[src/rtl/kfpga_config_pkg.sv]
// Shared configuration-loader types and default chain geometry for the kFPGA IO ring.
package kfpga_config_pkg;

    localparam int TILE_CONFIG_WIDTH    = 36;
    localparam int NUM_IO_TILES         = 8;
    localparam int DEFAULT_CHAIN_LENGTH = NUM_IO_TILES * TILE_CONFIG_WIDTH;
    localparam int DEFAULT_WORD_WIDTH   = 32;
    localparam int DEFAULT_CLEAR_CYCLES = 4;

    typedef enum logic [2:0] {
        ST_IDLE   = 3'd0,
        ST_CLEAR  = 3'd1,
        ST_FETCH  = 3'd2,
        ST_SHIFT  = 3'd3,
        ST_FINISH = 3'd4
    } loader_state_t;

endpackage

[src/rtl/config_word_serializer.sv]
// Captures one host word and presents it LSB-first, tracking how many of its bits remain to shift.
module config_word_serializer #(
    parameter int WORD_WIDTH = 32,
    parameter int BIT_CNT_W  = $clog2(WORD_WIDTH + 1)
) (
    input  logic                  clock,
    input  logic                  reset,
    input  logic                  i_load,
    input  logic                  i_shift,
    input  logic [WORD_WIDTH-1:0] i_word,
    input  logic [BIT_CNT_W-1:0]  i_bits,
    output logic                  o_bit,
    output logic                  o_last
);

    logic [WORD_WIDTH-1:0] r_shift_reg;
    logic [BIT_CNT_W-1:0]  r_bit_cnt;

    always_ff @(posedge clock or posedge reset) begin
        if (reset) begin
            r_shift_reg <= '0;
            r_bit_cnt   <= '0;
        end else if (i_load) begin
            r_shift_reg <= i_word;
            r_bit_cnt   <= i_bits;
        end else if (i_shift) begin
            r_shift_reg <= r_shift_reg >> 1;
            r_bit_cnt   <= r_bit_cnt - 1'b1;
        end
    end

    assign o_bit  = r_shift_reg[0];
    // Asserted while the final used bit of the current word is on the output.
    assign o_last = (r_bit_cnt == BIT_CNT_W'(1));

endmodule

[src/rtl/config_chain_loader.sv]
// Streams host bitstream words serially into the IO-tile configuration chain.
// Optional chain clear pulse before loading is compiled in with CONFIG_LOADER_CLEAR_EN.
module config_chain_loader
    import kfpga_config_pkg::*;
#(
    parameter int CHAIN_LENGTH = DEFAULT_CHAIN_LENGTH,
    parameter int WORD_WIDTH   = DEFAULT_WORD_WIDTH,
    parameter int CLEAR_CYCLES = DEFAULT_CLEAR_CYCLES
) (
    input  logic                  clock,
    input  logic                  reset,
    input  logic                  start,
    input  logic [WORD_WIDTH-1:0] word_data,
    input  logic                  word_valid,
    output logic                  word_ready,
    output logic                  config_in,
    output logic                  config_enable,
    output logic                  config_nreset,
    output logic                  fabric_enable,
    output logic                  busy,
    output logic                  done,
    output loader_state_t         dbg_state
);

    localparam int REM_W = $clog2(CHAIN_LENGTH + 1);
    localparam int BIT_W = $clog2(WORD_WIDTH + 1);

    // Handshake: a word transfers on any cycle where word_valid and word_ready are both high;
    // word_ready is only ever high in FETCH and does not depend on word_valid.
    loader_state_t      r_state;
    loader_state_t      w_next_state;
    logic [REM_W-1:0]   r_remaining;
    logic               r_fabric_enable;
    logic [BIT_W-1:0]   w_word_bits;
    logic               w_accept;
    logic               w_shift;
    logic               w_bit;
    logic               w_last;

`ifdef CONFIG_LOADER_CLEAR_EN
    localparam int CLR_W = (CLEAR_CYCLES > 1) ? $clog2(CLEAR_CYCLES) : 1;
    logic [CLR_W-1:0]   r_clear_cnt;

    always_ff @(posedge clock or posedge reset) begin
        if (reset) begin
            r_clear_cnt <= '0;
        end else if (r_state == ST_IDLE && start) begin
            r_clear_cnt <= CLR_W'(CLEAR_CYCLES - 1);
        end else if (r_state == ST_CLEAR && r_clear_cnt != '0) begin
            r_clear_cnt <= r_clear_cnt - 1'b1;
        end
    end
`endif

    always_ff @(posedge clock or posedge reset) begin
        if (reset) begin
            r_state <= ST_IDLE;
        end else begin
            r_state <= w_next_state;
        end
    end

    always_ff @(posedge clock or posedge reset) begin
        if (reset) begin
            r_remaining     <= '0;
            r_fabric_enable <= 1'b0;
        end else begin
            if (r_state == ST_IDLE && start) begin
                r_remaining     <= REM_W'(CHAIN_LENGTH);
                r_fabric_enable <= 1'b0;
            end else if (w_shift) begin
                r_remaining <= r_remaining - 1'b1;
            end
            if (r_state == ST_FINISH) begin
                r_fabric_enable <= 1'b1;
            end
        end
    end

    // The final word may be partial; its unused upper bits are never shifted.
    always_comb begin
        w_word_bits = BIT_W'(WORD_WIDTH);
        if (32'(r_remaining) < WORD_WIDTH) begin
            w_word_bits = BIT_W'(r_remaining);
        end
    end

    always_comb begin
        w_next_state  = r_state;
        word_ready    = 1'b0;
        config_enable = 1'b0;
        config_in     = 1'b0;
        config_nreset = 1'b1;
        busy          = 1'b1;
        done          = 1'b0;
        case (r_state)
            ST_IDLE: begin
                busy = 1'b0;
                if (start) begin
`ifdef CONFIG_LOADER_CLEAR_EN
                    w_next_state = ST_CLEAR;
`else
                    w_next_state = ST_FETCH;
`endif
                end
            end
`ifdef CONFIG_LOADER_CLEAR_EN
            ST_CLEAR: begin
                config_nreset = 1'b0;
                if (r_clear_cnt == '0) begin
                    w_next_state = ST_FETCH;
                end
            end
`endif
            ST_FETCH: begin
                word_ready = 1'b1;
                if (word_valid) begin
                    w_next_state = ST_SHIFT;
                end
            end
            ST_SHIFT: begin
                config_enable = 1'b1;
                config_in     = w_bit;
                if (w_last) begin
                    w_next_state = (r_remaining == REM_W'(1)) ? ST_FINISH : ST_FETCH;
                end
            end
            ST_FINISH: begin
                done         = 1'b1;
                w_next_state = ST_IDLE;
            end
            default: begin
                busy         = 1'b0;
                w_next_state = ST_IDLE;
            end
        endcase
    end

    assign w_accept      = (r_state == ST_FETCH) && word_valid;
    assign w_shift       = (r_state == ST_SHIFT);
    assign fabric_enable = r_fabric_enable;
    assign dbg_state     = r_state;

    config_word_serializer #(
        .WORD_WIDTH (WORD_WIDTH),
        .BIT_CNT_W  (BIT_W)
    ) u_serializer (
        .clock   (clock),
        .reset   (reset),
        .i_load  (w_accept),
        .i_shift (w_shift),
        .i_word  (word_data),
        .i_bits  (w_word_bits),
        .o_bit   (w_bit),
        .o_last  (w_last)
    );

endmodule

[config.mk]
export PLATFORM = sky130hd
export DESIGN_NAME = config_chain_loader
export DESIGN_NICKNAME = d
export VERILOG_FILES = /design/src/rtl/kfpga_config_pkg.sv /design/src/rtl/config_word_serializer.sv /design/src/rtl/config_chain_loader.sv
export SDC_FILE = /design/constraint.sdc
export NUM_CORES = 1
export LEC_CHECK = 0
export CAP_MARGIN = 20
export CORE_UTILIZATION = 46
export CTS_BUF_LIST = sky130_fd_sc_hd__clkbuf_4 sky130_fd_sc_hd__clkbuf_8 sky130_fd_sc_hd__clkbuf_16
export CTS_CLUSTER_SIZE = 8
export DETAILED_ROUTE_END_ITERATION = 6
export HOLD_SLACK_MARGIN = 0.08
export PLACE_DENSITY = 0.72
export SLEW_MARGIN = 20
export SYNTH_ARGS = -nofsm -noshare
export SYNTH_HDL_FRONTEND = slang
export SYNTH_SLANG_ARGS = --single-unit
export TNS_END_PERCENT = 50
[constraint.sdc]
create_clock -name clock -period 2.6 [get_ports clock]
set_input_delay 0.39 -clock clock [delete_from_list [all_inputs] [get_ports clock]]
set_output_delay 0.39 -clock clock [all_outputs]
set_load 0.005 [all_outputs]
==> flow_metrics.env, run 1 <==
export IMPL_relSlewSlack_pct=66.5
export IMPL_worst_slack_ns=0.371
export IMPL_synth_flop_cell="dfrtp_1"
export IMPL_grt_pass1_vias=1819
export IMPL_num_fill_cells=455
export IMPL_portBuffers=44
export IMPL_p_total_uw=2990
export IMPL_finalNetCount=332
export IMPL_via_count=1881
export IMPL_wl_um=4620
export IMPL_cpLargestDelayFamily="buffers and inverters"
export IMPL_slew_viol_final=0
export IMPL_grt_setup_unrepaired="no"
export IMPL_cp_required_ns=2.21
export IMPL_grt_total_usage_pct=19.2
export IMPL_gp_congestion=0.807
export IMPL_syn_avg_cell_area_um2=9.75
export IMPL_worstSetupPathType="flip-flop to output port"
export IMPL_drc_errors=0
export IMPL_netlist_top_cells_count="nand2_1 (73), dfrtp_1 (51), a22oi_1 (31), nor2_1 (10), inv_1 (8)"
export IMPL_holdBufCountCts=0
export IMPL_synth_most_common_cell="nand2_1"
export IMPL_num_rows=26
export IMPL_crit_slowest_cell="dfrtp_1"
export IMPL_hp_class="primary input to asynchronous set/reset pin"
export IMPL_dp_slack_ns=0.667
export IMPL_synth_fp_nets=289
export IMPL_fin_skew_ns=0.00677
export IMPL_die_h_um=74.6
export IMPL_root_buffer="clkbuf_8"
export IMPL_holdWs_ns=0.422
export IMPL_postCtsSetupRepairBufs=0
export IMPL_finalCritPeriodShare_pct=85.7
export IMPL_synth_area_leaders="dfrtp_1 (53%), nand2_1 (11%), a22oi_1 (9.6%), xor2_1 (2.2%), ha_1 (2.1%)"
export IMPL_worst_slew_pin_slew_ns=0.499
export IMPL_drtPass1Iterations=5
export IMPL_hold_viol=0
export IMPL_antenna_cells=0
export IMPL_avgRoutedWirePerCell_um=12.7
export IMPL_ant_nets=0
export IMPL_dieWidth_um=74.6
export IMPL_ir_drop_uv=472
export IMPL_start_util_pct=47.5
export IMPL_synthArstFlopShare_pct=100
export IMPL_critical_path_buf_inv_count=2
export IMPL_syn_instance_count=249
export IMPL_max_cap_violations=0
export IMPL_dp_hpwl_um=3200
export IMPL_antenna_found_initial=0
export IMPL_tns_ns=0
export IMPL_grt_pass1_wl_um=8020
export IMPL_h_tree_depth=2
export IMPL_area_growth_pct=24.3
export IMPL_coreArea_mm2=0.00511
export IMPL_min_period_ns=2.23
export IMPL_io_pins=46
export IMPL_netlist_area_leader_share_pct=52.6
export IMPL_cts_max_path_buffers=2
export IMPL_power_leakage_uw=0.00136
export IMPL_cts_tree="done"
export IMPL_power_density_mw_per_mm2=989
export IMPL_cp_cell_sequence="nand3b_4 > clkinv_4 > and2_1 > clkdlybuf4s50_1"
export IMPL_cts_made_buffers=5
export IMPL_via_per_inst=5.18
export IMPL_max_freq_ghz=0.449
export IMPL_worstPathArrival_ns=1.84
export IMPL_yosys_area_top_type="dfrtp_1"
export IMPL_status="complete, no violations"
export IMPL_drtIter0Drc=125
export IMPL_grt_max_degree=40
export IMPL_synth_edf_count=0
export IMPL_largest_register_ffs=32
export IMPL_ys_ff_latch=51
export IMPL_cts_num_sinks=51
export IMPL_dieArea_mm2=0.00557
export IMPL_start_kind="flip-flop"
export IMPL_crit_path_end_kind="output port"
export IMPL_seq_area_frac_synth_pct=52.6
export IMPL_setup_viol=0
export IMPL_cts_repair_resized=0
export IMPL_cp_max_fo=20
export IMPL_dpl_cell_area_mm2=0.00293
export IMPL_slowest_delay_ns=0.53
export IMPL_stdcell_area_mm2=0.00302
export IMPL_synth_warnings=0
export IMPL_layout_drive_gt1_share_pct=8.87
export IMPL_synthesis_area_mm2=0.00243
export IMPL_synth_cell_types=42
export IMPL_grt_ovfl_total=0
export IMPL_clk_pin_slew_ns=0.09
export IMPL_clk_latency_ns=0.30
[layout make-up]
type	count	area [µm²]	share of cell area, %
Tap cell	70	87.6	2.90
Timing Repair Buffer	49	490	16.3
Multi-Input combinational cell	176	1040	34.3
Sequential cell	51	1280	42.3
Inverter	9	38.8	1.29
Clock inverter	2	12.5	0.415
Clock buffer	6	76.3	2.53
[per-stage QoR]
stage,instances,utilization (%)
after floorplan,249,-
after global placement,355,57.3
after detailed placement,355,57.3
after CTS,363,59.1
after global routing,363,59.1
final,363,59.1
[kinds of logic after synthesis]
logic type	Yosys count	share of synthesized area (%)
buffers and inverters	22	4.74
and+or+nand+nor	112	22.5
other	1	0.154
AOI/OAI and AO/OA	51	15.1
xor gates and xnor gates	8	2.89
adders and majority gates	4	2.06
DFF	51	52.6
[cell usage in the layout (no fill, tap or decap), types with 2 or more instances in the layout]
master / instances
nand2_1: 73
dfrtp_1: 51
clkdlybuf4s50_1: 44
a22oi_1: 31
nor2_1: 10
inv_1: 7
o21ai_0: 6
xor2_1: 6
nand3_1: 5
a21oi_1: 5
clkbuf_8: 5
ha_1: 4
buf_4: 4
a211oi_1: 2
nor4_1: 2
xnor2_1: 2
nand2b_1: 2
nor3_1: 2
nand3_2: 2
or3_1: 2
nand4_1: 2
nor3b_1: 2
[final timing paths]
path	from	endpoint	slack [ns]	cells after the start
max in group asynchronous	reset	u_serializer.r_shift_reg[23]	1.66	3
min in group clock	u_serializer.r_shift_reg[0]	u_serializer.r_shift_reg[0]	0.47	2
hold / removal	reset	u_serializer.r_shift_reg[31]	0.42	2
hold reg to reg	u_serializer.r_shift_reg[0]	u_serializer.r_shift_reg[0]	0.47	2
setup / recovery	dbg_state[0]	config_in	0.37	4
setup reg to reg	dbg_state[0]	r_remaining[6]	0.75	6
[metal layers]
metal  global-route usage [%]  share of wire (%)
met1                     25.4                 47
met2                     31.7                 47
met3                     4.02                4.1
met4                     6.29                1.2
met5                        0                  0
[where the power goes]
| part | internal (µW) | switching (µW) |
|---|---|---|
| clock network | 199 | 253 |
| logic | 527 | 553 |
| registers | 1150 | 300 |
No activity file was read; power rests on OpenSTA's default activity.
==> run 2, diff against run 1 <==
--- a/config.mk
+++ b/config.mk
@@ -6,6 +6,7 @@
 export NUM_CORES = 1
 export LEC_CHECK = 0
 export CAP_MARGIN = 20
+export CORE_MARGIN = 4
 export CORE_UTILIZATION = 46
 export CTS_BUF_LIST = sky130_fd_sc_hd__clkbuf_4 sky130_fd_sc_hd__clkbuf_8 sky130_fd_sc_hd__clkbuf_16
 export CTS_CLUSTER_SIZE = 8
==> constraint.sdc (replaced) <==
create_clock -name clock -period 2.6 [get_ports clock]
set_input_delay 0.39 -clock clock [delete_from_list [all_inputs] [get_ports clock]]
set_output_delay 0.39 -clock clock [all_outputs]
set_load 0.01 [all_outputs]
==> run 2 against run 1 <==
Combinational power barely moved. Setup slack got worse by 0.013 ns. Critical path depth unchanged. First-iteration DRC count rose by 16%. Critical path type unchanged. Largest power group unchanged. Highest routed layer unchanged.
==> flow_metrics.env, run 2 (synthesized netlist as in run 1, its figures left out) <==
export IMPL_clk_latency_ns=0.31
export IMPL_layout_drive_gt1_share_pct=9.49
export IMPL_coreArea_mm2=0.00511
export IMPL_root_buffer="clkbuf_8"
export IMPL_fin_skew_ns=0.00702
export IMPL_hp_class="primary input to asynchronous set/reset pin"
export IMPL_cp_required_ns=2.21
export IMPL_worst_slew_pin_slew_ns=0.532
export IMPL_max_cap_violations=0
export IMPL_grt_max_degree=34
export IMPL_power_leakage_uw=0.00137
export IMPL_dp_hpwl_um=3570
export IMPL_grt_pass1_wl_um=8800
export IMPL_dieWidth_um=80.6
export IMPL_drtIter0Drc=145
export IMPL_start_util_pct=47.5
export IMPL_antenna_cells=0
export IMPL_start_kind="flip-flop"
export IMPL_cts_tree="done"
export IMPL_antenna_found_initial=0
export IMPL_crit_path_end_kind="output port"
export IMPL_worstSetupPathType="flip-flop to output port"
export IMPL_hold_viol=0
export IMPL_setup_viol=0
export IMPL_area_growth_pct=25.1
export IMPL_cts_max_path_buffers=2
export IMPL_grt_ovfl_total=0
export IMPL_finalCritPeriodShare_pct=86.2
export IMPL_num_rows=26
export IMPL_max_freq_ghz=0.446
export IMPL_holdBufCountCts=0
export IMPL_grt_setup_unrepaired="no"
export IMPL_slew_viol_final=0
export IMPL_clk_pin_slew_ns=0.09
export IMPL_portBuffers=44
export IMPL_regArea_mm2=0.00128
export IMPL_power_density_mw_per_mm2=1010
export IMPL_dp_slack_ns=0.675
export IMPL_io_pins=46
export IMPL_min_period_ns=2.24
export IMPL_final_common_cell="nand2_1"
export IMPL_avgRoutedWirePerCell_um=13.7
export IMPL_grt_total_usage_pct=17.3
export IMPL_tns_ns=0
export IMPL_finalNetCount=334
export IMPL_via_count=1908
export IMPL_wl_um=5010
export IMPL_ant_nets=0
export IMPL_dieArea_mm2=0.00650
export IMPL_via_per_inst=5.23
export IMPL_largest_register_ffs=32
export IMPL_cts_num_sinks=51
export IMPL_relSlewSlack_pct=64.2
export IMPL_drc_errors=0
export IMPL_ir_drop_uv=426
export IMPL_grt_pass1_vias=1926
export IMPL_worstPathArrival_ns=1.85
export IMPL_worst_slack_ns=0.358
export IMPL_layout_common_cells="nand2_1 (73), dfrtp_1 (51), clkdlybuf4s50_1 (44)"
export IMPL_status="complete, no violations"
export IMPL_drtPass1Iterations=4
export IMPL_multi_input_area_mm2=0.00104
export IMPL_h_tree_depth=2
export IMPL_postCtsSetupRepairBufs=0
export IMPL_cts_made_buffers=5
export IMPL_gp_congestion=0.765
export IMPL_cp_max_fo=18
export IMPL_cts_repair_resized=0
export IMPL_die_h_um=80.6
export IMPL_num_fill_cells=463
-- run 2: changes by cell type in the layout (fill, tap and decap cells not counted) --
cell      before  now
buf_4          4    7
clkbuf_8       5    7
clkbuf_4       1    0
buf_12         1    0
clkinv_2       1    0
-- run 2: power by group --
part	switching [µW]	internal, µW	leakage, µW
combinational	570	535	0.000702
sequential	302	1150	0.000621
clock	264	242	0.0000505
-- run 2: through the flow --
step	instance area, µm²	total power (µW)	instances	utilization, %	hold slack, ns
floorplan	2430	2260	249	-	0.438
global route	3040	3330	365	59.4	0.403
CTS	3040	3090	365	59.4	0.383
global placement	2930	2540	357	57.4	0.458
finish	3040	3070	365	59.4	0.371
detailed placement	2930	2590	357	57.4	0.463
-- run 2: final timing paths --
check | endpoint | depth (start not counted) | start | slack [ns]
max in group asynchronous | u_serializer.r_shift_reg[9] | 3 | reset | 1.65
min reg2reg | u_serializer.r_shift_reg[2] | 2 | u_serializer.r_shift_reg[2] | 0.48
min in group clock | u_serializer.r_shift_reg[2] | 2 | u_serializer.r_shift_reg[2] | 0.48
max | config_in | 4 | dbg_state[0] | 0.36
min | u_serializer.r_bit_cnt[4] | 2 | reset | 0.37
max reg2reg | u_serializer.r_bit_cnt[0] | 7 | dbg_state[0] | 0.70
-- run 2: metal layers --
layer / wire length (µm) / vias to the layer above / share of wire (%) / global-route usage (%)
met5: 0 / - / 0 / 0
met4: 57 / 0 / 1.1 / 4.56
met3: 250 / 6 / 5.0 / 4.37
met2: 2350 / 52 / 47 / 27.7
met1: 2350 / 904 / 47 / 23.2
li1: - / 946 / - / -
-- run 2: worst max-delay path: stages, from the launching register on --
cell and delay, ns:
dfrtp_1 0.54, nand3b_4 0.17, clkinv_4 0.16, and2_1 0.14, clkdlybuf4s50_1 0.53
-- run 2: area by class of cell --
class	count	share of cell area (%)
inverters	9	1.28
clock buffers	7	3.17
clock inverters	1	0.247
multi-input cells	176	34.1
flip-flops and latches	51	42.0
well taps	70	2.89
repair buffers	51	16.2
==> run 3, diff against run 2 <==
--- a/config.mk
+++ b/config.mk
@@ -7,12 +7,12 @@
 export LEC_CHECK = 0
 export CAP_MARGIN = 20
 export CORE_MARGIN = 4
-export CORE_UTILIZATION = 46
+export CORE_UTILIZATION = 51
 export CTS_BUF_LIST = sky130_fd_sc_hd__clkbuf_4 sky130_fd_sc_hd__clkbuf_8 sky130_fd_sc_hd__clkbuf_16
 export CTS_CLUSTER_SIZE = 8
 export DETAILED_ROUTE_END_ITERATION = 6
 export HOLD_SLACK_MARGIN = 0.08
-export PLACE_DENSITY = 0.72
+export PLACE_DENSITY = 0.78
 export SLEW_MARGIN = 20
 export SYNTH_ARGS = -nofsm -noshare
 export SYNTH_HDL_FRONTEND = slang
==> run 3 against run 2 <==
Sequential cell count stayed put. Register-to-register slack better by 0.24 ns. Hold slack gained 0.11 ns. Largest power group unchanged. Highest routed layer unchanged. Clock skew grew 0.0056 ns.
==> flow_metrics.env, run 3 (synthesized netlist as in run 1, its figures left out) <==
export IMPL_status="complete, no violations"
export IMPL_finalNetCount=332
export IMPL_hold_viol=0
export IMPL_stdcell_area_mm2=0.00299
export IMPL_gp_congestion=0.797
export IMPL_postCtsSetupRepairBufs=0
export IMPL_top_usage_layer="met2"
export IMPL_root_buffer="clkbuf_8"
export IMPL_slew_viol_final=0
export IMPL_placed_cells=337
export IMPL_holdBufCountCts=0
export IMPL_max_cap_violations=0
export IMPL_start_kind="flip-flop"
export IMPL_multi_input_area_mm2=0.00104
export IMPL_grt_max_degree=52
export IMPL_grt_util_met1_pct=23.0
export IMPL_rr_endpoint="u_serializer.r_bit_cnt[4]"
export IMPL_ir_drop_uv=494
export IMPL_finalCritPeriodShare_pct=86.5
export IMPL_largest_register_ffs=32
export IMPL_worstPathArrival_ns=1.86
export IMPL_power_density_mw_per_mm2=1010
export IMPL_cts_max_path_buffers=2
export IMPL_rrSetupSlack_ns=0.94
export IMPL_hp_class="flip-flop to flip-flop"
export IMPL_drtIter0Drc=121
export IMPL_grt_setup_unrepaired="no"
export IMPL_regArea_mm2=0.00128
export IMPL_min_from="fabric_enable"
export IMPL_fin_skew_ns=0.0127
export IMPL_cp_required_ns=2.21
export IMPL_wl_um=4810
export IMPL_io_pins=46
export IMPL_crit_path_end_kind="output port"
export IMPL_rr_startpoint="dbg_state[0]"
export IMPL_grt_pass1_vias=1868
export IMPL_grt_total_usage_pct=17.1
export IMPL_cp_max_fo=23
export IMPL_dpl_cell_area_mm2=0.00289
export IMPL_cts_num_sinks=51
export IMPL_hold_depth=2
export IMPL_start_util_pct=54.3
export IMPL_grt_ovfl_total=0
export IMPL_h_tree_depth=2
export IMPL_min_period_ns=2.25
export IMPL_cts_tree="done"
export IMPL_die_h_um=77.0
export IMPL_portBuffers=44
export IMPL_max_freq_ghz=0.445
export IMPL_ant_nets=0
export IMPL_clk_pin_slew_ns=0.08
export IMPL_num_rows=24
export IMPL_antenna_found_initial=0
export IMPL_layout_drive_gt1_share_pct=8.87
export IMPL_worst_slew_pin_slew_ns=0.617
export IMPL_drtPass1Iterations=4
export IMPL_coreArea_mm2=0.00447
export IMPL_r2r_cells=6
export IMPL_fin_util_pct=66.8
export IMPL_fin_cells=345
export IMPL_antenna_cells=0
export IMPL_cts_repair_resized=0
export IMPL_worstSetupPathType="flip-flop to output port"
export IMPL_met3_usage_pct=4.10
export IMPL_num_fill_cells=374
export IMPL_setup_viol=0
export IMPL_final_common_cell="nand2_1"
export IMPL_grt_pass1_wl_um=8310
export IMPL_dp_hpwl_um=3310
export IMPL_dieArea_mm2=0.00593
export IMPL_power_leakage_uw=0.00136
export IMPL_use_met2_pct=27.4
export IMPL_area_growth_pct=23.2
export IMPL_avgRoutedWirePerCell_um=13.9
export IMPL_drc_errors=0
export IMPL_dieWidth_um=77.0
export IMPL_layout_common_cells="nand2_1 (73), dfrtp_1 (51), clkdlybuf4s50_1 (44)"
export IMPL_via_per_inst=5.44
export IMPL_relSlewSlack_pct=58.9
export IMPL_clk_latency_ns=0.30
export IMPL_hold_path_end="fabric_enable"
export IMPL_tns_ns=0
export IMPL_cts_made_buffers=5
export IMPL_via_count=1877
## run 3: cell count changes in the layout (fill, tap and decap cells not counted), sizes merged
cell,delta
buf,-2
clkbuf,-1
clkinv,+1
clkinvlp,-1
inv,+1
## run 3: metrics by stage
step                power [µW]  setup slack, ns  hold slack, ns
global route              3290            0.204           0.511
floorplan                 2260            0.980           0.438
finish                    3030            0.351           0.482
global placement          2520            0.671           0.458
detailed placement        2570            0.669           0.463
CTS                       3050            0.336           0.486
## run 3: cell type report
cell class                 count  share of cell area [%]
clock buffer                   6                    2.76
clock inverter                 2                   0.460
inverter                       9                    1.30
multi-input combinational    176                    34.6
sequential                    51                    42.7
tap                           52                    2.18
timing repair buffer          49                    16.0
## run 3: worst max-delay path by stage
stage	from	endpoint	slack, ns	cells after the start
2_1_floorplan	reset	dbg_state[0]	0.98	1
3_3_place_gp	dbg_state[2]	config_in	0.67	4
3_5_place_dp	word_valid	u_serializer.r_bit_cnt[1]	0.67	5
4_1_cts	dbg_state[2]	config_in	0.34	4
5_1_grt	dbg_state[1]	config_in	0.20	4
6_report	dbg_state[0]	config_in	0.35	4
## run 3: critical path: stages, from the launching register on
cell and delay [ns]:
dfrtp_1 0.52, nand3b_4 0.17, clkinv_4 0.19, and2_1 0.16, clkdlybuf4s50_1 0.53
## run 3: where the power goes
part / internal, µW / switching [µW]
registers: 1150 / 305
logic: 528 / 567
clock network: 218 / 256
total: 1900 / 1130
## run 3: layer usage
layer	up-vias	wire length (µm)
met2	48	2260
met1	887	2250
li1	938	-
met4	0	51
met5	-	0
met3	4	240
